`config.mk`:
```
export PLATFORM = sky130hd
export DESIGN_NAME = alu_arbiter
export DESIGN_NICKNAME = d
export VERILOG_FILES = /design/src/rtl/alu_arbiter.sv
export SDC_FILE = /design/constraint.sdc
export NUM_CORES = 1
export LEC_CHECK = 0
export BUFFER_PORTS_ARGS = -buffer_cell sky130_fd_sc_hd__buf_2
export CORE_ASPECT_RATIO = 0.7
export CORE_MARGIN = 2
export CORE_UTILIZATION = 45
export CTS_CLUSTER_DIAMETER = 100
export CTS_CLUSTER_SIZE = 8
export DETAILED_ROUTE_END_ITERATION = 7
export PLACE_DENSITY = 0.8
export SETUP_SLACK_MARGIN = 0.3
export SKIP_LAST_GASP = 1
export SLEW_MARGIN = 20
export SYNTH_ARGS = -nofsm -noshare
export SYNTH_HDL_FRONTEND = slang
export SYNTH_SLANG_ARGS = --single-unit
```
`constraint.sdc`:
```
create_clock -name clk -period 4.3 [get_ports clk]
set_input_delay 0.215 -clock clk [delete_from_list [all_inputs] [get_ports clk]]
set_output_delay 0.215 -clock clk [all_outputs]
set_load 0.02 [all_outputs]
```
`src/rtl/alu_arbiter.sv`:
```
// Two-requester front end for one shared combinational ALU.
// One operation is in flight at a time: IDLE accepts, EXEC evaluates, RESP holds the result.
module alu_arbiter #(
    parameter bit FAIR = 1'b1
) (
    input  logic        clk,
    input  logic        rst,

    input  logic        req0_valid_i,
    output logic        req0_ready_o,
    input  logic [31:0] req0_a_i,
    input  logic [31:0] req0_b_i,
    input  logic [4:0]  req0_op_i,
    input  logic [4:0]  req0_shamt_i,

    input  logic        req1_valid_i,
    output logic        req1_ready_o,
    input  logic [31:0] req1_a_i,
    input  logic [31:0] req1_b_i,
    input  logic [4:0]  req1_op_i,
    input  logic [4:0]  req1_shamt_i,

    output logic [31:0] alu_a_o,
    output logic [31:0] alu_b_o,
    output logic [4:0]  alu_op_o,
    output logic [4:0]  alu_shamt_o,
    input  logic [31:0] alu_result_i,
    input  logic        alu_ne_i,
    input  logic        alu_lt_i,
    input  logic        alu_ovf_i,

    output logic        resp0_valid_o,
    input  logic        resp0_ready_i,
    output logic        resp1_valid_o,
    input  logic        resp1_ready_i,
    output logic [31:0] resp_result_o,
    output logic        resp_ne_o,
    output logic        resp_lt_o,
    output logic        resp_ovf_o
);

    typedef enum logic [1:0] {
        IDLE = 2'd0,
        EXEC = 2'd1,
        RESP = 2'd2
    } state_e;

    state_e      state_q;
    logic        last_grant_q;
    logic        id_q;
    logic [31:0] a_q;
    logic [31:0] b_q;
    logic [4:0]  op_q;
    logic [4:0]  shamt_q;
    logic [31:0] result_q;
    logic        ne_q;
    logic        lt_q;
    logic        ovf_q;
    logic        resp0_valid_q;
    logic        resp1_valid_q;

    logic        grant0;
    logic        grant1;
    logic        resp_hs;

    // On a tie, round-robin favours whoever did not win last; fixed mode always favours 0.
    assign grant0  = req0_valid_i && (!req1_valid_i || !FAIR || last_grant_q);
    assign grant1  = req1_valid_i && !grant0;
    assign resp_hs = id_q ? resp1_ready_i : resp0_ready_i;

    assign req0_ready_o  = (state_q == IDLE) && grant0;
    assign req1_ready_o  = (state_q == IDLE) && grant1;

    assign alu_a_o       = a_q;
    assign alu_b_o       = b_q;
    assign alu_op_o      = op_q;
    assign alu_shamt_o   = shamt_q;
    assign resp0_valid_o = resp0_valid_q;
    assign resp1_valid_o = resp1_valid_q;
    assign resp_result_o = result_q;
    assign resp_ne_o     = ne_q;
    assign resp_lt_o     = lt_q;
    assign resp_ovf_o    = ovf_q;

    // NOTE: state registers use non-blocking assignments so every flop samples pre-edge values.
    always_ff @(posedge clk or posedge rst) begin
        if (rst) begin
            state_q       <= IDLE;
            last_grant_q  <= 1'b1;
            id_q          <= 1'b0;
            a_q           <= '0;
            b_q           <= '0;
            op_q          <= '0;
            shamt_q       <= '0;
            result_q      <= '0;
            ne_q          <= 1'b0;
            lt_q          <= 1'b0;
            ovf_q         <= 1'b0;
            resp0_valid_q <= 1'b0;
            resp1_valid_q <= 1'b0;
        end else begin
            case (state_q)
                IDLE: begin
                    if (grant0 || grant1) begin
                        a_q          <= grant1 ? req1_a_i     : req0_a_i;
                        b_q          <= grant1 ? req1_b_i     : req0_b_i;
                        op_q         <= grant1 ? req1_op_i    : req0_op_i;
                        shamt_q      <= grant1 ? req1_shamt_i : req0_shamt_i;
                        id_q         <= grant1;
                        last_grant_q <= grant1;
                        state_q      <= EXEC;
                    end
                end
                EXEC: begin
                    result_q      <= alu_result_i;
                    ne_q          <= alu_ne_i;
                    lt_q          <= alu_lt_i;
                    ovf_q         <= alu_ovf_i;
                    resp0_valid_q <= !id_q;
                    resp1_valid_q <= id_q;
                    state_q       <= RESP;
                end
                RESP: begin
                    // Only the owner's ready completes the handshake.
                    if (resp_hs) begin
                        resp0_valid_q <= 1'b0;
                        resp1_valid_q <= 1'b0;
                        state_q       <= IDLE;
                    end
                end
                default: begin
                    state_q <= IDLE;
                end
            endcase
        end
    end

endmodule

```
After elaboration in Yosys (flattened, before gate mapping)
Index checks and enable logic that the tools add are counted.

cells by class
  eq/ne operators = 4
  multiplexer cells = 11
  reductions and logical operators = 14

operators with widths
  cell                                                              count
  32-bit two-way mux                                                2
  5-bit two-way mux                                                 2
  2-bit case mux with 3 select lines                                1
  2-bit AND reduction                                               3
  1-bit logical AND                                                 4
  2-bit two-way mux                                                 2
  1-bit case mux with 2 select lines                                2
  1-bit zero test                                                   3
  2-bit by 1-bit == test with 1-bit output (second input constant)  1
  2-bit == test (second input constant)                             1
  2-bit zero test                                                   1
  1-bit logical OR                                                  2
  1-bit two-way mux                                                 2
  2-bit by 1-bit != test with 1-bit output (second input constant)  1
  2-bit != test (second input constant)                             1
  2-bit nonzero test                                                1

storage, ports and cells
  bits in registers = 115
  word-level logic and storage cells = 42

Longest topological paths before layout
  word-level depth = 8
  mapped depth = 5
  depth with buffers taken out = 3

Worst setup path after synthesis
No wires, ideal clock.

  path kind = register -> register
  start = reg last_grant_q
  end = reg b_q[1], in the netlist alu_b_o[1]
  setup time = 125 ps
  data arrival time = 1522 ps
  data required time = 4175 ps
  slack = 2653 ps
  cell stages (with the launch flop) = 6
  buffers on the path = 2
  clock period less this slack = 1647 ps
  cell sequence = dfstp_2 -> a21bo_2 -> buf_6 -> buf_6 -> mux2_4 -> mux2_4

on the way
  word-level cells in the longest chain between the ends = 6
  elaborated cells between the ends (all ways) = 7
  classes of those cells = mux: 1; reduce/logical: 6

RTL lines
  item                                  RTL line  text
  from (decl)                           49        logic last_grant_q;
  from (signal assigned)                110       last_grant_q <= grant1;
  1-bit logical OR *                    67        assign grant0 = req0_valid_i && (!req1_valid_i || !FAIR || last_grant_q);
  1-bit logical AND *                   67
  1-bit zero test                       68        assign grant1 = req1_valid_i && !grant0;
  1-bit logical AND                     68
  1-bit logical OR                      104       if (grant0 || grant1) begin
  2-bit AND reduction (no source line)  --
  to (signal assigned)                  106       b_q <= grant1 ? req1_b_i : req0_b_i;
  to (decl)                             52        logic [31:0] b_q;

Every way passes the cells marked *; elsewhere a longest branch is shown, timed or not.
A chain may end at the register's enable or synchronous reset.

Final worst setup path
  start = reg last_grant_q
  end = out req1_ready_o

on the way
  word-level cells in the longest chain between the ends = 5

RTL lines
  item               RTL line  text
  1-bit logical OR   67
  1-bit logical AND  67
  1-bit zero test    68
  1-bit logical AND  68
  1-bit logical AND  72        assign req1_ready_o = (state_q == IDLE) && grant1;
  to (decl)          17        output logic req1_ready_o,

No other way between the ends.

==> flow_metrics.env <==
export IMPL_crit_path_start_kind="register"
export IMPL_grt_max_degree=59
export IMPL_finalPower_mw=6.152
export IMPL_cp_required_ns=4.09
export IMPL_final_common_cell="buf_2"
export IMPL_cts_root_buf="clkbuf_16"
export IMPL_path_cells="a21bo_4 > buf_4 > nor3_1 > buf_2"
export IMPL_vdd_drop_max_uv=385.7
export IMPL_pwr_share_clk_pct=20.9
export IMPL_track_usage_pct=22.38
export IMPL_core_um2=12250
export IMPL_cts_buffers=17
export IMPL_arrival_ns=2.22
export IMPL_die_y_um=97.27
export IMPL_finalInstanceArea_um2=7925
export IMPL_post_route_drc_count=0
export IMPL_insertion_delay_ns=0.40
export IMPL_end_kind="output port"
export IMPL_cts_sinks=115
export IMPL_post_cts_buffers=0
export IMPL_power_frac_comb_pct=47.0
export IMPL_vias=4404
export IMPL_status="complete, no violations"
export IMPL_viasPerCell=4.834
export IMPL_dp_hpwl_mm=11.00
export IMPL_antenna_found_initial=1
export IMPL_fp_dieArea_um2=13350
export IMPL_syn_nets=608
export IMPL_min_period_over_period_pct=56.58
export IMPL_die_w_um=137.2
export IMPL_cellPowerDensity_nw_per_um2=776.3
export IMPL_htree_levels=4
export IMPL_power_frac_seq_pct=32.1
export IMPL_internal_power_mw=3.734
export IMPL_p_leak_nw=4.268
export IMPL_clkSlewWorstSetupHoldPaths_ns=0.05
export IMPL_rrSetupSlack_ns=1.88
export IMPL_cts_tree="done"
export IMPL_avgSynthCellArea_um2=13.35
export IMPL_gp_congestion=0.7793
export IMPL_grt_pass1_vias=4563
export IMPL_hp_start="alu_result_i[5]"
export IMPL_ant_nets=0
export IMPL_core_rowCount=34
export IMPL_drt_wl_total_mm=14.77
export IMPL_setup_viol=0
export IMPL_drv_cap=0
export IMPL_relSlewSlack_pct=49.98
export IMPL_start_util_pct=45.64
export IMPL_first_pass_iters=4
export IMPL_layout_drive_gt1_share_pct=65.55
export IMPL_synthCells=419
export IMPL_finClkSkew_ns=0.005533
export IMPL_diodes=0
export IMPL_grt_setup_unrepaired="false"
export IMPL_yosysWarnings=0
export IMPL_p_switching_mw=2.418
export IMPL_reg2reg_to="alu_shamt_o[1]$_DFFE_PP0P_"
export IMPL_hold_path_depth=3
export IMPL_place_area_um2=7206
export IMPL_crit_fanout=37
export IMPL_avgRoutedWirePerCell_um=16.21
export IMPL_num_io_pins=302
export IMPL_clockBufferDepth=2
export IMPL_fin_setup_tns_ns=0
export IMPL_seq_area_frac_synth_pct=51.49
export IMPL_grt_pass1_wl_mm=22.94
export IMPL_synthDistinctLibCells=25
export IMPL_syn2layout_area_growth_pct=41.73
export IMPL_worstReg2RegStart="last_grant_q$_DFFE_PP1P_"
export IMPL_ys_ff_latch=115
export IMPL_nets=926
export IMPL_fmax_mhz=411.1
export IMPL_switching_share_pct=39.30
export IMPL_drtIter0Drc=96
export IMPL_final_cell_mix="buf_2, dfrtp_1, nand2_1"
export IMPL_worstHoldEndpoint="resp_result_o[5]$_DFFE_PP0P_"
export IMPL_period_minus_slack_ns=2.433
export IMPL_hold_viol_final=0
export IMPL_hold_class="input port to register"
export IMPL_slowest_delay_ns=0.60
export IMPL_critPathSlowestCell="a21bo_4"
export IMPL_maxSlewViolCount=0
export IMPL_portBuffers=301
export IMPL_ff2ff_path_depth=4
export IMPL_gr_total_overflow=0
export IMPL_worstMarginPinSlew_ns=0.7487
export IMPL_path_class="register to output port"
export IMPL_syn_area_um2=5592
through the flow:
step	hold WS [ns]	util (%)	worst slack, ns	instances
CTS	0.001368	64.62	1.840	911
global route	0.001644	64.69	1.761	911
detailed placement	0.1091	58.81	1.903	863
global placement	0.1055	58.81	1.974	863
finish	0.02061	64.69	1.867	911
floorplan	0.2779	-	1.043	419
power groups by stage:
stage / Sequential (mW) / Clock [mW] / Combinational [mW]
CTS: 1.97 / 1.31 / 2.92
detailed placement: 1.97 / 0 / 2.91
finish: 1.98 / 1.28 / 2.89
floorplan: 2.60 / 0 / 1.37
global placement: 1.94 / 0 / 2.82
global route: 2.05 / 1.38 / 3.10
cell type report:
type,instances,area (µm²)
multi-input combinational,276,2557
inverter,4,17.52
fill,944,4327
clock buffer,17,425.4
tap,162,202.7
clock inverter,14,116.4
timing repair buffer,323,1727
sequential,115,2879
timing repair:
item / CTS / global route
hold buffers: 17 / 0
hold endpoints to repair: 23 / 0
resized for setup: 0 / 0
how the worst max path moves through the flow:
stage	start	to	slack [ns]	cells past startpoint
after floorplan	rst	alu_a_o[0]$_DFFE_PP0P_	1.04	1
after global placement	last_grant_q$_DFFE_PP1P_	alu_op_o[3]$_DFFE_PP0P_	1.97	4
after detailed placement	last_grant_q$_DFFE_PP1P_	alu_a_o[8]$_DFFE_PP0P_	1.90	4
after CTS	last_grant_q$_DFFE_PP1P_	req1_ready_o	1.84	4
after global routing	last_grant_q$_DFFE_PP1P_	req1_ready_o	1.76	4
final	last_grant_q$_DFFE_PP1P_	req1_ready_o	1.87	4
critical path, delay by kind of cell (launching register included):
kind / cells / cell delay (ns)
buffers and inverters: 2 / 0.56
AOI/OAI and AO/OA: 1 / 0.60
DFF: 1 / 0.56
and+or+nand+nor: 1 / 0.09
kinds of logic after synthesis:
group           count (synthesis)  share of synthesized area (%)
mux                           148                          35.78
flops                         115                          51.49
simple gates                  115                          7.988
buf+inv                        28                          3.200
compound gates                 13                          1.544
synth_stat cells:
cell	instances	area, µm²
o21a_1	1	7.510
mux2_2	59	664.4
nor3_1	1	5.000
clkbuf_1	7	26.28
nand3b_1	1	7.510
a21bo_2	1	10.01
dfrtp_1	114	2853
inv_1	4	15.01
a21oi_1	5	25.02
a21o_1	1	7.510
nor2b_1	3	18.77
buf_2	5	25.02
buf_6	7	78.83
a311oi_1	1	8.760
nor2_1	1	3.750
o21bai_1	1	7.510
o21ai_0	1	5.000
buf_4	4	30.03
dfstp_2	1	26.28
nand2b_1	1	6.260
nand2_1	108	405.4
a31oi_1	1	6.260
a221oi_1	1	8.760
buf_1	1	3.750
mux2_4	89	1336
routing by layer:
layer  part of all wire [%]  global-route usage [%]  up-vias
li1                       -                       -     2060
met1                     40                   25.34     2137
met2                     52                   39.30      191
met3                    7.6                   8.346       16
met4                    1.2                   6.265        0
met5                      0                       0        -
flip-flops by register name (all words and copies together) (netlist names):
register and count:
id_q 1, resp_ovf_o 1, alu_shamt_o 5, state_q 2, last_grant_q 1, alu_op_o 5
resp0_valid_o 1, alu_b_o 32, resp_result_o 32, resp_ne_o 1, alu_a_o 32, resp1_valid_o 1
resp_lt_o 1
Note: power is estimated with default switching activity, not from simulation.
